`src/rtl/cw_sequencer_if.sv`:
```
// Sequencer bus: instruction handshake, decoder control word in, datapath strobes out.
interface cw_sequencer_if #(
   parameter int RETIRE_W = 32
);
   logic [31:0]         instr_in;
   logic                instr_valid;
   logic                instr_ready;
   logic [32:0]         cw_in;
   logic [63:0]         k_in;
   logic [4:0]          status_in;
   logic                stall;
   logic [31:0]         I;
   logic [1:0]          state;
   logic [4:0]          status;
   logic                alu_en;
   logic                alu_bs;
   logic                rf_b_en;
   logic                rf_w;
   logic                ram_en;
   logic                ram_w;
   logic                pc_en;
   logic                pc_is;
   logic [4:0]          alu_fs;
   logic [4:0]          rf_sa;
   logic [4:0]          rf_sb;
   logic [4:0]          rf_da;
   logic [1:0]          pc_fs;
   logic [63:0]         k;
   logic                halted;
   logic [RETIRE_W-1:0] retired;

   // sequencer side
   modport slave (
      input  instr_in, instr_valid, cw_in, k_in, status_in, stall,
      output instr_ready, I, state, status,
             alu_en, alu_bs, rf_b_en, rf_w, ram_en, ram_w, pc_en, pc_is,
             alu_fs, rf_sa, rf_sb, rf_da, pc_fs, k, halted, retired
   );

   // instruction memory / decoder / datapath side
   modport master (
      output instr_in, instr_valid, cw_in, k_in, status_in, stall,
      input  instr_ready, I, state, status,
             alu_en, alu_bs, rf_b_en, rf_w, ram_en, ram_w, pc_en, pc_is,
             alu_fs, rf_sa, rf_sb, rf_da, pc_fs, k, halted, retired
   );
endinterface

```
`src/rtl/cw_sequencer.sv`:
```
// Control-unit sequencer: holds I and the micro-state for the decoders,
// gates the selected control word onto the datapath and counts retirements.
module cw_sequencer #(
   parameter int RETIRE_W = 32
) (
   input  logic          clock,
   input  logic          reset,
   cw_sequencer_if.slave bus
);
   localparam logic [1:0] PH_FETCH = 2'd0;
   localparam logic [1:0] PH_EXEC  = 2'd1;
   localparam logic [1:0] PH_HALT  = 2'd2;

   localparam logic [RETIRE_W-1:0] RET_ONE = {{(RETIRE_W-1){1'b0}}, 1'b1};

   logic [1:0]          phase_q, phase_d;
   logic [31:0]         i_q, i_d;
   logic [1:0]          state_q, state_d;
   logic [4:0]          status_q, status_d;
   logic [RETIRE_W-1:0] retired_q, retired_d;

   logic in_exec;   // control word is live this cycle
   logic advance;   // execution step commits at the next edge
   logic accept;    // instruction transfer at the next edge

   assign in_exec         = (phase_q == PH_EXEC) && !reset;
   assign advance         = in_exec && !bus.stall;
   assign bus.instr_ready = (phase_q == PH_FETCH) && !reset;
   assign accept          = bus.instr_valid && bus.instr_ready;

   // Next-state: fetch latches I; each unstalled exec cycle takes next_state
   // from the decoder and retires the instruction when it returns to 00.
   always_comb begin
      phase_d   = phase_q;
      i_d       = i_q;
      state_d   = state_q;
      status_d  = status_q;
      retired_d = retired_q;
      case (phase_q)
         PH_FETCH: begin
            if (accept) begin
               i_d     = bus.instr_in;
               state_d = 2'b00;
               phase_d = (bus.instr_in == 32'h0000_0000) ? PH_HALT : PH_EXEC;
            end
         end
         PH_EXEC: begin
            if (!bus.stall) begin
               state_d = bus.cw_in[1:0];
               if (bus.cw_in[2]) status_d = bus.status_in;
               if (bus.cw_in[1:0] == 2'b00) begin
                  retired_d = retired_q + RET_ONE;
                  phase_d   = PH_FETCH;
               end
            end
         end
         default: ;  // HALT is terminal until reset
      endcase
   end

   // State registers, cleared asynchronously so a reset abandons any micro-sequence.
   always_ff @(posedge clock or posedge reset) begin
      if (reset) begin
         phase_q   <= PH_FETCH;
         i_q       <= '0;
         state_q   <= 2'b00;
         status_q  <= '0;
         retired_q <= '0;
      end else begin
         phase_q   <= phase_d;
         i_q       <= i_d;
         state_q   <= state_d;
         status_q  <= status_d;
         retired_q <= retired_d;
      end
   end

   assign bus.I       = i_q;
   assign bus.state   = state_q;
   assign bus.status  = status_q;
   assign bus.retired = retired_q;
   assign bus.halted  = (phase_q == PH_HALT);

   // Read-side strobes and fields follow the control word for the whole
   // exec cycle so the datapath can settle through a stall.
   assign bus.alu_en  = in_exec & bus.cw_in[32];
   assign bus.alu_bs  = in_exec & bus.cw_in[31];
   assign bus.alu_fs  = in_exec ? bus.cw_in[30:26] : 5'd0;
   assign bus.rf_b_en = in_exec & bus.cw_in[25];
   assign bus.rf_sa   = in_exec ? bus.cw_in[24:20] : 5'd0;
   assign bus.rf_sb   = in_exec ? bus.cw_in[19:15] : 5'd0;
   assign bus.rf_da   = in_exec ? bus.cw_in[14:10] : 5'd0;
   assign bus.ram_en  = in_exec & bus.cw_in[8];
   assign bus.pc_is   = in_exec & bus.cw_in[3];
   assign bus.k       = in_exec ? bus.k_in : 64'd0;

   // Write/load side only fires on a committing cycle; stalled cycles hold the PC.
   assign bus.rf_w    = advance & bus.cw_in[9];
   assign bus.ram_w   = advance & bus.cw_in[7];
   assign bus.pc_en   = advance & bus.cw_in[6];
   assign bus.pc_fs   = advance ? bus.cw_in[5:4] : 2'b00;
endmodule

```
`src/flat_wrapper.sv`:
```
// flat-port wrapper written by rule: the top's interface ports become plain ports
module cw_sequencer_flat 
#(
   parameter int RETIRE_W = 32
)
  (clock, reset, bus_instr_in, bus_instr_valid, bus_cw_in, bus_k_in, bus_status_in, bus_stall, bus_instr_ready, bus_I, bus_state, bus_status, bus_alu_en, bus_alu_bs, bus_rf_b_en, bus_rf_w, bus_ram_en, bus_ram_w, bus_pc_en, bus_pc_is, bus_alu_fs, bus_rf_sa, bus_rf_sb, bus_rf_da, bus_pc_fs, bus_k, bus_halted, bus_retired);
  cw_sequencer_if #(.RETIRE_W(RETIRE_W)) bus_i ();
  input  logic clock;
  input  logic reset;
  input wire logic [$bits(bus_i.instr_in)-1:0] bus_instr_in;
  input wire logic [$bits(bus_i.instr_valid)-1:0] bus_instr_valid;
  input wire logic [$bits(bus_i.cw_in)-1:0] bus_cw_in;
  input wire logic [$bits(bus_i.k_in)-1:0] bus_k_in;
  input wire logic [$bits(bus_i.status_in)-1:0] bus_status_in;
  input wire logic [$bits(bus_i.stall)-1:0] bus_stall;
  output wire logic [$bits(bus_i.instr_ready)-1:0] bus_instr_ready;
  output wire logic [$bits(bus_i.I)-1:0] bus_I;
  output wire logic [$bits(bus_i.state)-1:0] bus_state;
  output wire logic [$bits(bus_i.status)-1:0] bus_status;
  output wire logic [$bits(bus_i.alu_en)-1:0] bus_alu_en;
  output wire logic [$bits(bus_i.alu_bs)-1:0] bus_alu_bs;
  output wire logic [$bits(bus_i.rf_b_en)-1:0] bus_rf_b_en;
  output wire logic [$bits(bus_i.rf_w)-1:0] bus_rf_w;
  output wire logic [$bits(bus_i.ram_en)-1:0] bus_ram_en;
  output wire logic [$bits(bus_i.ram_w)-1:0] bus_ram_w;
  output wire logic [$bits(bus_i.pc_en)-1:0] bus_pc_en;
  output wire logic [$bits(bus_i.pc_is)-1:0] bus_pc_is;
  output wire logic [$bits(bus_i.alu_fs)-1:0] bus_alu_fs;
  output wire logic [$bits(bus_i.rf_sa)-1:0] bus_rf_sa;
  output wire logic [$bits(bus_i.rf_sb)-1:0] bus_rf_sb;
  output wire logic [$bits(bus_i.rf_da)-1:0] bus_rf_da;
  output wire logic [$bits(bus_i.pc_fs)-1:0] bus_pc_fs;
  output wire logic [$bits(bus_i.k)-1:0] bus_k;
  output wire logic [$bits(bus_i.halted)-1:0] bus_halted;
  output wire logic [$bits(bus_i.retired)-1:0] bus_retired;
  assign bus_i.instr_in = bus_instr_in;
  assign bus_i.instr_valid = bus_instr_valid;
  assign bus_i.cw_in = bus_cw_in;
  assign bus_i.k_in = bus_k_in;
  assign bus_i.status_in = bus_status_in;
  assign bus_i.stall = bus_stall;
  assign bus_instr_ready = bus_i.instr_ready;
  assign bus_I = bus_i.I;
  assign bus_state = bus_i.state;
  assign bus_status = bus_i.status;
  assign bus_alu_en = bus_i.alu_en;
  assign bus_alu_bs = bus_i.alu_bs;
  assign bus_rf_b_en = bus_i.rf_b_en;
  assign bus_rf_w = bus_i.rf_w;
  assign bus_ram_en = bus_i.ram_en;
  assign bus_ram_w = bus_i.ram_w;
  assign bus_pc_en = bus_i.pc_en;
  assign bus_pc_is = bus_i.pc_is;
  assign bus_alu_fs = bus_i.alu_fs;
  assign bus_rf_sa = bus_i.rf_sa;
  assign bus_rf_sb = bus_i.rf_sb;
  assign bus_rf_da = bus_i.rf_da;
  assign bus_pc_fs = bus_i.pc_fs;
  assign bus_k = bus_i.k;
  assign bus_halted = bus_i.halted;
  assign bus_retired = bus_i.retired;
  cw_sequencer #(.RETIRE_W(RETIRE_W)) u_core (.clock(clock), .reset(reset), .bus(bus_i));
endmodule
```
`config.mk`:
```
export PLATFORM = sky130hd
export DESIGN_NAME = cw_sequencer_flat
export DESIGN_NICKNAME = d
export VERILOG_FILES = /design/src/rtl/cw_sequencer_if.sv /design/src/rtl/cw_sequencer.sv /design/src/flat_wrapper.sv
export SDC_FILE = /design/constraint.sdc
export NUM_CORES = 1
export LEC_CHECK = 0
export ABC_AREA = 1
export CORE_AREA = 2 2 120 122
export CTS_CLUSTER_SIZE = 40
export DETAILED_ROUTE_END_ITERATION = 8
export DIE_AREA = 0 0 122 124
export GPL_TIMING_DRIVEN = 0
export MAX_ROUTING_LAYER = met4
export PLACE_DENSITY = 0.73
export SETUP_SLACK_MARGIN = 0.2
export SLEW_MARGIN = 15
export SYNTH_ARGS = -nofsm -noshare
export SYNTH_HDL_FRONTEND = slang
export SYNTH_SLANG_ARGS = --single-unit
```
`constraint.sdc`:
```
create_clock -name clock -period 3.01 [get_ports clock]
set_clock_uncertainty 0.2 [all_clocks]
set_input_delay 0.7525 -clock clock [delete_from_list [all_inputs] [get_ports clock]]
set_output_delay 0.7525 -clock clock [all_outputs]
set_load 0.1 [all_outputs]
```
======== Word level (Yosys, flattened, before mapping) ========
Cells that the tools add are included.
cells by class
  $add $sub $neg .......................... 1
  equality and inequality tests ........... 5
  multiplexer cells ....................... 14
  bitwise gates (word level) .............. 9
  reductions and logical operators ........ 15
operator list
  cell                   number
  $mux 64                1
  $add 32x1->32 const B  1
  $logic_not 32->1       1
  $mux 5                 4
  $mux 2                 7
  $reduce_and 3->1       3
  $and 1x1->1            8
  $pmux 2 s2             2
  $logic_and 1x1->1      4
  $logic_not 2->1        2
  $ne 2x2->1 const B     2
  $reduce_and 4->1       1
  $eq 2x1->1 const B     1
  $eq 2x2->1 const B     1
  $logic_not 1->1        2
  $ne 2x1->1 const B     1
  $reduce_and 2->1       1
  $reduce_bool 2->1      1
  $not 1->1              1
storage, ports and cells
  register bits after elaboration ......... 73
  input port bits ......................... 138
  logic and storage cells ................. 49

======== Logic depth before layout (Yosys ltp) ========
Gate-level depths: netlist of the first run.
  depth in word-level cells ............... 5
  mapped depth ............................ 9

======== Worst setup path after synthesis of the first run ========
No wires, ideal clock.
  path type ............................... input to output
  from .................................... input reset
  to ...................................... output bus_alu_fs[0]
  data arrival time ....................... 2.483 ns
  required time ........................... 2.058 ns
  path slack .............................. -0.426 ns
  stages on the path ...................... 5
  cell sequence ........................... nor2_2 -> inv_2 -> buf_6 -> buf_2 -> nor2_1
between the ends
  longest elaborated chain between the ends .. 3
ends and longest elaborated chain
  item                RTL line            source
  start: declaration  flat_wrapper.sv:9   input logic reset;
  $logic_not 1->1     cw_sequencer.sv:26  assign in_exec = (phase_q == PH_EXEC) && !reset;
  $logic_and 1x1->1   cw_sequencer.sv:26
  $mux 5              cw_sequencer.sv:88  assign bus.alu_fs = in_exec ? bus.cw_in[30:26] : 5'd0;
  end: declaration    flat_wrapper.sv:28  output wire logic [$bits(bus_i.alu_fs)-1:0] bus_alu_fs;
Every way passes these cells.

======== Worst setup path in the final report of the first run ========
  from .................................... register u_core.status_q[2], in the netlist u_core.bus.status[2]
  to ...................................... output bus_status[2]
RTL lines
  item                      RTL line            source
  start: declaration        cw_sequencer.sv:19  logic [4:0] status_q, status_d;
  start signal: assignment  cw_sequencer.sv:73  status_q <= status_d;
  end: declaration          flat_wrapper.sv:19  output wire logic [$bits(bus_i.status)-1:0] bus_status;
No word-level cell between the ends.

==> summary.txt, run 1 <==
Outcome
  • Status: finished, final reports clean

Hold path
  • Worst hold-check path type: primary input to async pin

GRT
  • Vias in the first global route: a little under 5000
  • Antenna violations before repair: 7
  • First-pass GRT wire length: ~25 mm
  • Total track usage: between 20% and 30%
  • GR Overflow Total: 0
  • Largest net degree at the start of global routing: between 40 and 50

Timing
  • Slew @ Worst Pin: approximately 1.0 ns
  • Fin crit share: between 90% and 100%
  • Max-slew violation count: 0
  • Final Hold Vio Count: 0
  • Unrepaired setup endpoints after global routing: false
  • Highest clock rate: ~360 MHz
  • Final worst setup slack: about 0.23 ns
  • Tmin final: between 2 and 3 ns
  • Final setup violating endpoints: 0
  • Max-slew headroom: a little under a third
  • Hold WS: roughly 0.25 ns

Place
  • GP Congestion: between 0.8 and 0.9
  • Setup WS pre-CTS: -1.47 ns
  • Placed instance area: around 0.0082 sq mm
  • PortBufs: slightly above 300
  • DP HPWL: roughly 14 mm

Layout
  • Most common cell after layout, fill and taps aside: nand2_1
  • Finished Cell Area: a little under 0.009 sq mm
  • Layout cells sized above 1: between 20% and 30%
  • Fillcell total: around 1200
  • Most frequent cells in the layout: 205 x nand2_1, 151 x clkdlybuf4s50_1, 131 x inv_1
  • Reg area: around 0.0018 sq mm
  • Post-layout net count: ~1100
  • Area Overhead vs Synth: 104%
  • Footprint of the multi-input gates: approximately 0.0025 sq mm

Worst setup path
  • Cells along the critical path: clkdlybuf4s50_1
  • Slowest-stage cell, CP: clkdlybuf4s50_1
  • CP top delay family: buffers and inverters
  • CP required: about 2.1 ns
  • CP max stage delay: about 1.1 ns
  • CP Capture Type: output pin
  • Buf/Inv on CP: 1
  • Crit-path max FO: 2
  • Setup CP Type: register to output pin
  • Startpoint types: register
  • Worst path arrival time: 1.83 ns

Synth
  • Post-synthesis cell type count: 23
  • Area contributors post-synth: dfrtp_1 42%, nand2_1 18%, nor2_1 13%, inv_1 12%, nand3_1 2.6%
  • Syn nets: 800
  • Cell taking the most area after synthesis: dfrtp_1
  • Mapped Cells: between 600 and 700
  • Mapped Area: 0.00432 sq mm
  • Synth top area share: 42.3%
  • Seq/Total Area, Yosys: 42.3%
  • Number of synthesized register bits: 73
  • Avg Inst Size Synth: around 6.5 sq um
  • Yosys warnings: 0

Floorplan
  • Core Rows: 43
  • Ports: roughly 310
  • Core area: 0.0137 sq mm
  • DIE WIDTH: 122 microns
  • Die area: ~0.015 sq mm
  • Die Ht: roughly 120 microns
  • Initial Util: between 30% and 40%

Drt
  • Pre-Repair DR Iteration Count: 4
  • Detailed Route WL: roughly 17 mm
  • Wire per inst: between 10 and 15 microns
  • Vias: ~5100
  • Vias per cell: between 4 and 5
  • Drt first-iter violations: approximately 260
  • Antenna Violating Nets Remaining: 0
  • DRC Markers: 0

Power
  • Pwr Density: roughly 300 mW/mm^2
  • Leakage power: between 4 and 5 nW
  • Overall power: between 0.002 and 0.003 W
  • VDD IR max: roughly 0.25 mV

CTS
  • Clock root cell: clkbuf_16
  • Hold_buf cts: 0
  • CTS clk-pin slew, worst paths: roughly 0.060 ns
  • CTS sink cnt: 73
  • Clock Latency Late Sink: between 0.3 and 0.4 ns
  • CTS Buf Count: 9
  • Clk buf depth: 2
  • CTS HTree Levels: 3
  • TritonCTS clock tree: built

Flow run
  • Max Cap Violations: 0
==> per-stage QoR <==
stage          TNS (ns)  std cells  util (%)
2_1_floorplan     -2.51        661         -
3_3_place_gp    -192.12       1145      59.7
3_5_place_dp    -109.72       1146      59.9
4_1_cts               0       1162      63.6
5_1_grt               0       1170      64.3
6_report              0       1170      64.3
==> flip-flops by register name (all words and copies together) (netlist names) <==
| register | cells |
|---|---|
| u_core.bus.status | 5 |
| u_core.phase_q | 2 |
| u_core.bus.retired | 32 |
| u_core.bus.I | 32 |
| u_core.bus.state | 2 |
==> final timing paths <==
path	startpoint	endpoint	slack, ns	depth (start not counted)
min in group clock	u_core.bus.I[21]	u_core.bus.I[21]	0.28	2
max in group asynchronous	reset	u_core.bus.retired[18]	1.79	3
hold reg to reg	u_core.bus.I[21]	u_core.bus.I[21]	0.28	2
hold / removal	reset	u_core.bus.I[22]	0.25	2
setup / recovery	u_core.bus.status[2]	bus_status[2]	0.23	1
setup reg to reg	u_core.bus.retired[1]	u_core.bus.retired[16]	1.18	9
==> what timing repair did <==
action | in CTS | in global routing
setup endpoints to repair | 133 | 98
gates resized for setup | 729 | 30
pin swaps | 1 | 2
buffers inserted | 0 | 1
==> synthesized netlist by cell type <==
cell type / n
xor2_1: 7
inv_2: 3
xor2_2: 1
dfrtp_1: 73
nor2_2: 6
buf_2: 11
nand3_2: 2
and2_1: 1
inv_1: 134
xnor2_1: 5
nor3_2: 1
ha_1: 1
nand2_2: 2
nand3b_1: 10
nor2_1: 149
clkbuf_1: 3
o21ai_0: 9
o21ai_1: 1
nand3_1: 22
nor2_4: 3
buf_6: 4
nand2_1: 207
nand4_1: 6
==> logic make-up (layout without fill, tap and decap cells) <==
family | count (synthesis) | count (layout) | share of synthesized area (%)
other | 0 | 7 | 0
xor gates and xnor gates | 13 | 13 | 2.81
adders and majority gates | 1 | 1 | 0.290
and+or+nand+nor | 409 | 409 | 38.9
buffers and inverters | 155 | 477 | 14.5
AOI/OAI and AO/OA | 10 | 10 | 1.16
DFF | 73 | 73 | 42.3
==> metal layers <==
| layer | vias to the layer above | GRT usage, % | wire [microns] |
|---|---|---|---|
| met2 | 187 | 39.5 | 8560 |
| li1 | 2550 | - | - |
| met4 | 0 | 8.33 | 394 |
| met5 | - | - | 0 |
| met3 | 28 | 6.91 | 1520 |
| met1 | 2300 | 24.1 | 6440 |
==> area by class of cell <==
| cell class | count | share of cell area [%] |
|---|---|---|
| clock inverters | 7 | 1.08 |
| diodes | 7 | 0.199 |
| multi-input cells | 433 | 28.3 |
| flip-flops and latches | 73 | 20.7 |
| well taps | 180 | 2.55 |
| plain buffers | 18 | 1.87 |
| clock buffers | 9 | 2.55 |
| inverters | 137 | 5.89 |
| repair buffers | 306 | 36.9 |
==> power by group <==
part	internal [W]	leakage [nW]	switching, W
Combinational	0.000205	3.53	0.000251
Clock	0.000725	0.155	0.000423
Sequential	0.000999	0.971	0.0000102
Note: power is estimated with default switching activity, not from simulation.
==> inputs of run 2 (changes only) <==
--- a/config.mk
+++ b/config.mk
@@ -6,13 +6,12 @@
 export NUM_CORES = 1
 export LEC_CHECK = 0
 export ABC_AREA = 1
-export CORE_AREA = 2 2 120 122
+export CORE_UTILIZATION = 32
 export CTS_CLUSTER_SIZE = 40
 export DETAILED_ROUTE_END_ITERATION = 8
-export DIE_AREA = 0 0 122 124
 export GPL_TIMING_DRIVEN = 0
 export MAX_ROUTING_LAYER = met4
-export PLACE_DENSITY = 0.73
+export PLACE_DENSITY = 0.78
 export SETUP_SLACK_MARGIN = 0.2
 export SLEW_MARGIN = 15
 export SYNTH_ARGS = -nofsm -noshare
==> constraint.sdc (replaced) <==
create_clock -name clock -period 2.35 [get_ports clock]
set_clock_uncertainty 0.2 [all_clocks]
set_input_delay 0.5875 -clock clock [delete_from_list [all_inputs] [get_ports clock]]
set_output_delay 0.5875 -clock clock [all_outputs]
set_load 0.1 [all_outputs]
==> run 2 against run 1 <==
Against the previous run:
- cell count decreased by 0.17%
- die area down 7.8%
- worst setup slack worse by 0.46 ns
- via count is 3.4% higher
- highest routed layer unchanged
- the flow now finishes with violations (setup timing)
- first-iteration DRC count shrank 1.1%
- critical path depth is 6 higher
- clock power rose by 29%
==> summary.txt, run 2 (same netlist as run 1, synthesis figures left out) <==
Outcome
  • Status: finished, violations left
  • Violated checks: setup timing

Floorplan
  • Core area: 0.0132 sq mm (-3.9%)
  • Ports: 305 (unchanged)
  • Die area: 0.0140 sq mm (-7.8%)
  • DIE WIDTH: 118 microns (-3.2%)
  • Core Rows: 42 (-2.3%)
  • Initial Util: 32.7% (+1.3 points)
  • Die Ht: 118 microns (-4.7%)

Drt
  • Vias: 5235 (+3.4%)
  • Antenna Violating Nets Remaining: 0 (unchanged)
  • Wire per inst: 16.8 microns (+16%)
  • DRC Markers: 0 (unchanged)
  • Pre-Repair DR Iteration Count: 4 (unchanged)
  • Detailed Route WL: 19.6 mm (+16%)
  • Vias per cell: 4.48 (+3.5%)
  • Drt first-iter violations: 259 (-1.1%)

GRT
  • Top Usage Layer GRT: met2
  • Vias in the first global route: 5198 (+7.6%)
  • GRT met3 Usage: 6.83% (-0.083 points)
  • Antenna violations before repair: 4 (-3)
  • Met2 Usage GRT: 49.1% (+9.7 points)
  • GR Overflow Total: 0 (unchanged)
  • Met1 usage: 31.2% (+7.1 points)
  • Largest net degree at the start of global routing: 29 (-38%)
  • Total track usage: 28.3% (+5.7 points)
  • First-pass GRT wire length: 29.1 mm (+16%)

CTS
  • Clk buf depth: 2 (unchanged)
  • Hold_buf cts: 0 (unchanged)
  • TritonCTS clock tree: built
  • CTS HTree Levels: 3 (unchanged)
  • Clock root cell: clkbuf_16
  • CTS sink cnt: 73 (unchanged)
  • CTS Buf Count: 9 (unchanged)
  • CTS clk-pin slew, worst paths: 0.06 ns (about the same)
  • Clock Latency Late Sink: 0.34 ns (about the same)

Worst setup path
  • Crit-path max FO: 10 (+8)
  • CP max stage delay: 0.40 ns (-0.74 ns)
  • Startpoint types: register
  • CP Capture Type: output pin
  • Setup CP Type: register to output pin
  • CP required: 1.56 ns (-0.50 ns)
  • Slowest-stage cell, CP: dfrtp_1
  • Worst path arrival time: 1.79 ns (-0.04 ns)
  • Cells along the critical path: inv_2 -> nand2_2 -> nor2_4 -> inv_6 -> buf_2 -> nor2_2 -> buf_12

Place
  • Setup WS pre-CTS: -1.47 ns (+0.00502 ns)
  • PortBufs: 304 (unchanged)
  • DP HPWL: 13.7 mm (-1.1%)
  • Cell count after placement: 1143 (-0.26%)
  • GP Congestion: 0.860 (+3.5%)

Flow run
  • Max Cap Violations: 0 (unchanged)

Timing
  • Highest clock rate: 387 MHz
  • Fin crit share: 110%
  • Max-slew violation count: 0 (unchanged)
  • Final Hold Vio Count: 0 (unchanged)
  • Hold WS: 0.270 ns (+0.0167 ns)
  • Final worst setup slack: -0.232 ns (-0.459 ns)
  • Final setup violating endpoints: 94 (+94)
  • Tmin final: approximately 2.6 ns
  • Setup TNS: -12.63 ns (-12.63 ns)
  • Slew @ Worst Pin: 0.664 ns (-0.355 ns)
  • Max-slew headroom: 55.6% (+24 points)
  • Unrepaired setup endpoints after global routing: true

Power
  • Leakage power: 4.48 nW (-3.9%)
  • Pwr Density: 361 mW/mm^2 (+22%)
  • VDD IR max: 0.367 mV (+46%)

Layout
  • Layout cells sized above 1: 33.8% (+9.5 points)
  • Area Overhead vs Synth: 115%
  • Post-Route Utilization: 70.4% (+6.1 points)
  • Post-layout net count: 1120 (+0.27%)
  • Final cell count without fillers: 1168 (-0.17%)
  • Most common cell after layout, fill and taps aside: nand2_1
  • Fillcell total: 1010 (-17%)
  • Most frequent cells in the layout: 205 x nand2_1, 136 x clkdlybuf4s50_1, 131 x inv_1

Hold path
  • Worst hold-check path type: register to register
## run 2: cell types whose count changed in the layout (fill, tap and decap cells not counted), moves of 18 or more
cell,before,now
buf_6,60,6
clkbuf_2,0,69
dlymetal6s2s_1,19,0
nor2_4,84,62
nor2_2,10,41
buf_12,9,98
buf_4,23,5
dlygate4sd2_1,38,0
## run 2: report_power, final
part	switching [W]	internal (W)	leakage, nW	total (W)
Combinational	0.000332	0.000248	3.36	0.000580
Clock	0.000524	0.000956	0.160	0.00148
Sequential	0.0000136	0.00128	0.959	0.00129
Total	0.000869	0.00248	4.48	0.00335
## run 2: per-stage QoR
stage / power, W / cell area [sq um]
5_1_grt: 0.00348 / 9280
3_5_place_dp: 0.00190 / 8180
4_1_cts: 0.00338 / 9380
2_1_floorplan: 0.00158 / 4870
3_3_place_gp: 0.00188 / 8130
6_report: 0.00335 / 9280
## run 2: timing repair
item                       CTS  global route
pin swaps                    2             5
setup endpoints to repair  167           165
buffers inserted             1             1
hold endpoints to repair     0             0
cloned                       1             0
resized for setup          935           174
## run 2: worst max-delay path, delay by kind of cell (launching register included)
family | cells | cell delay [ns]
buffers and inverters | 4 | 0.60
flip-flops | 1 | 0.40
AND/OR/NAND/NOR | 3 | 0.46
## run 2: final timing paths
check / startpoint / endpoint / slack (ns) / cells after the start
setup reg to reg: u_core.bus.retired[1] / u_core.bus.retired[16] / 0.54 / 9
hold / removal: u_core.bus.I[17] / u_core.bus.I[17] / 0.27 / 2
min in group asynchronous: reset / u_core.bus.I[6] / 0.32 / 2
hold reg to reg: u_core.bus.I[17] / u_core.bus.I[17] / 0.27 / 2
max in group asynchronous: reset / u_core.bus.retired[8] / 1.06 / 3
setup / recovery: u_core.phase_q[1] / bus_k[48] / -0.23 / 7
## run 2: area by class of cell
type                       instances  area [sq um]  area share [%]
timing repair buffer             309          3730            40.2
multi-input combinational        433          2430            26.2
sequential                        73          1840            19.8
inverter                         137           523            5.63
clock buffer                      11           243            2.61
tap                              176           220            2.37
buffer                            18           205            2.21
clock inverter                     5          78.8           0.849
antenna                            6          15.0           0.162
## run 2: routing by layer
| layer | share of wire, % | routed length, microns |
|---|---|---|
| met3 | 7.0 | 1380 |
| met2 | 53 | 10300 |
| met4 | 3.1 | 603 |
| met5 | 0 | 0 |
| met1 | 37 | 7290 |
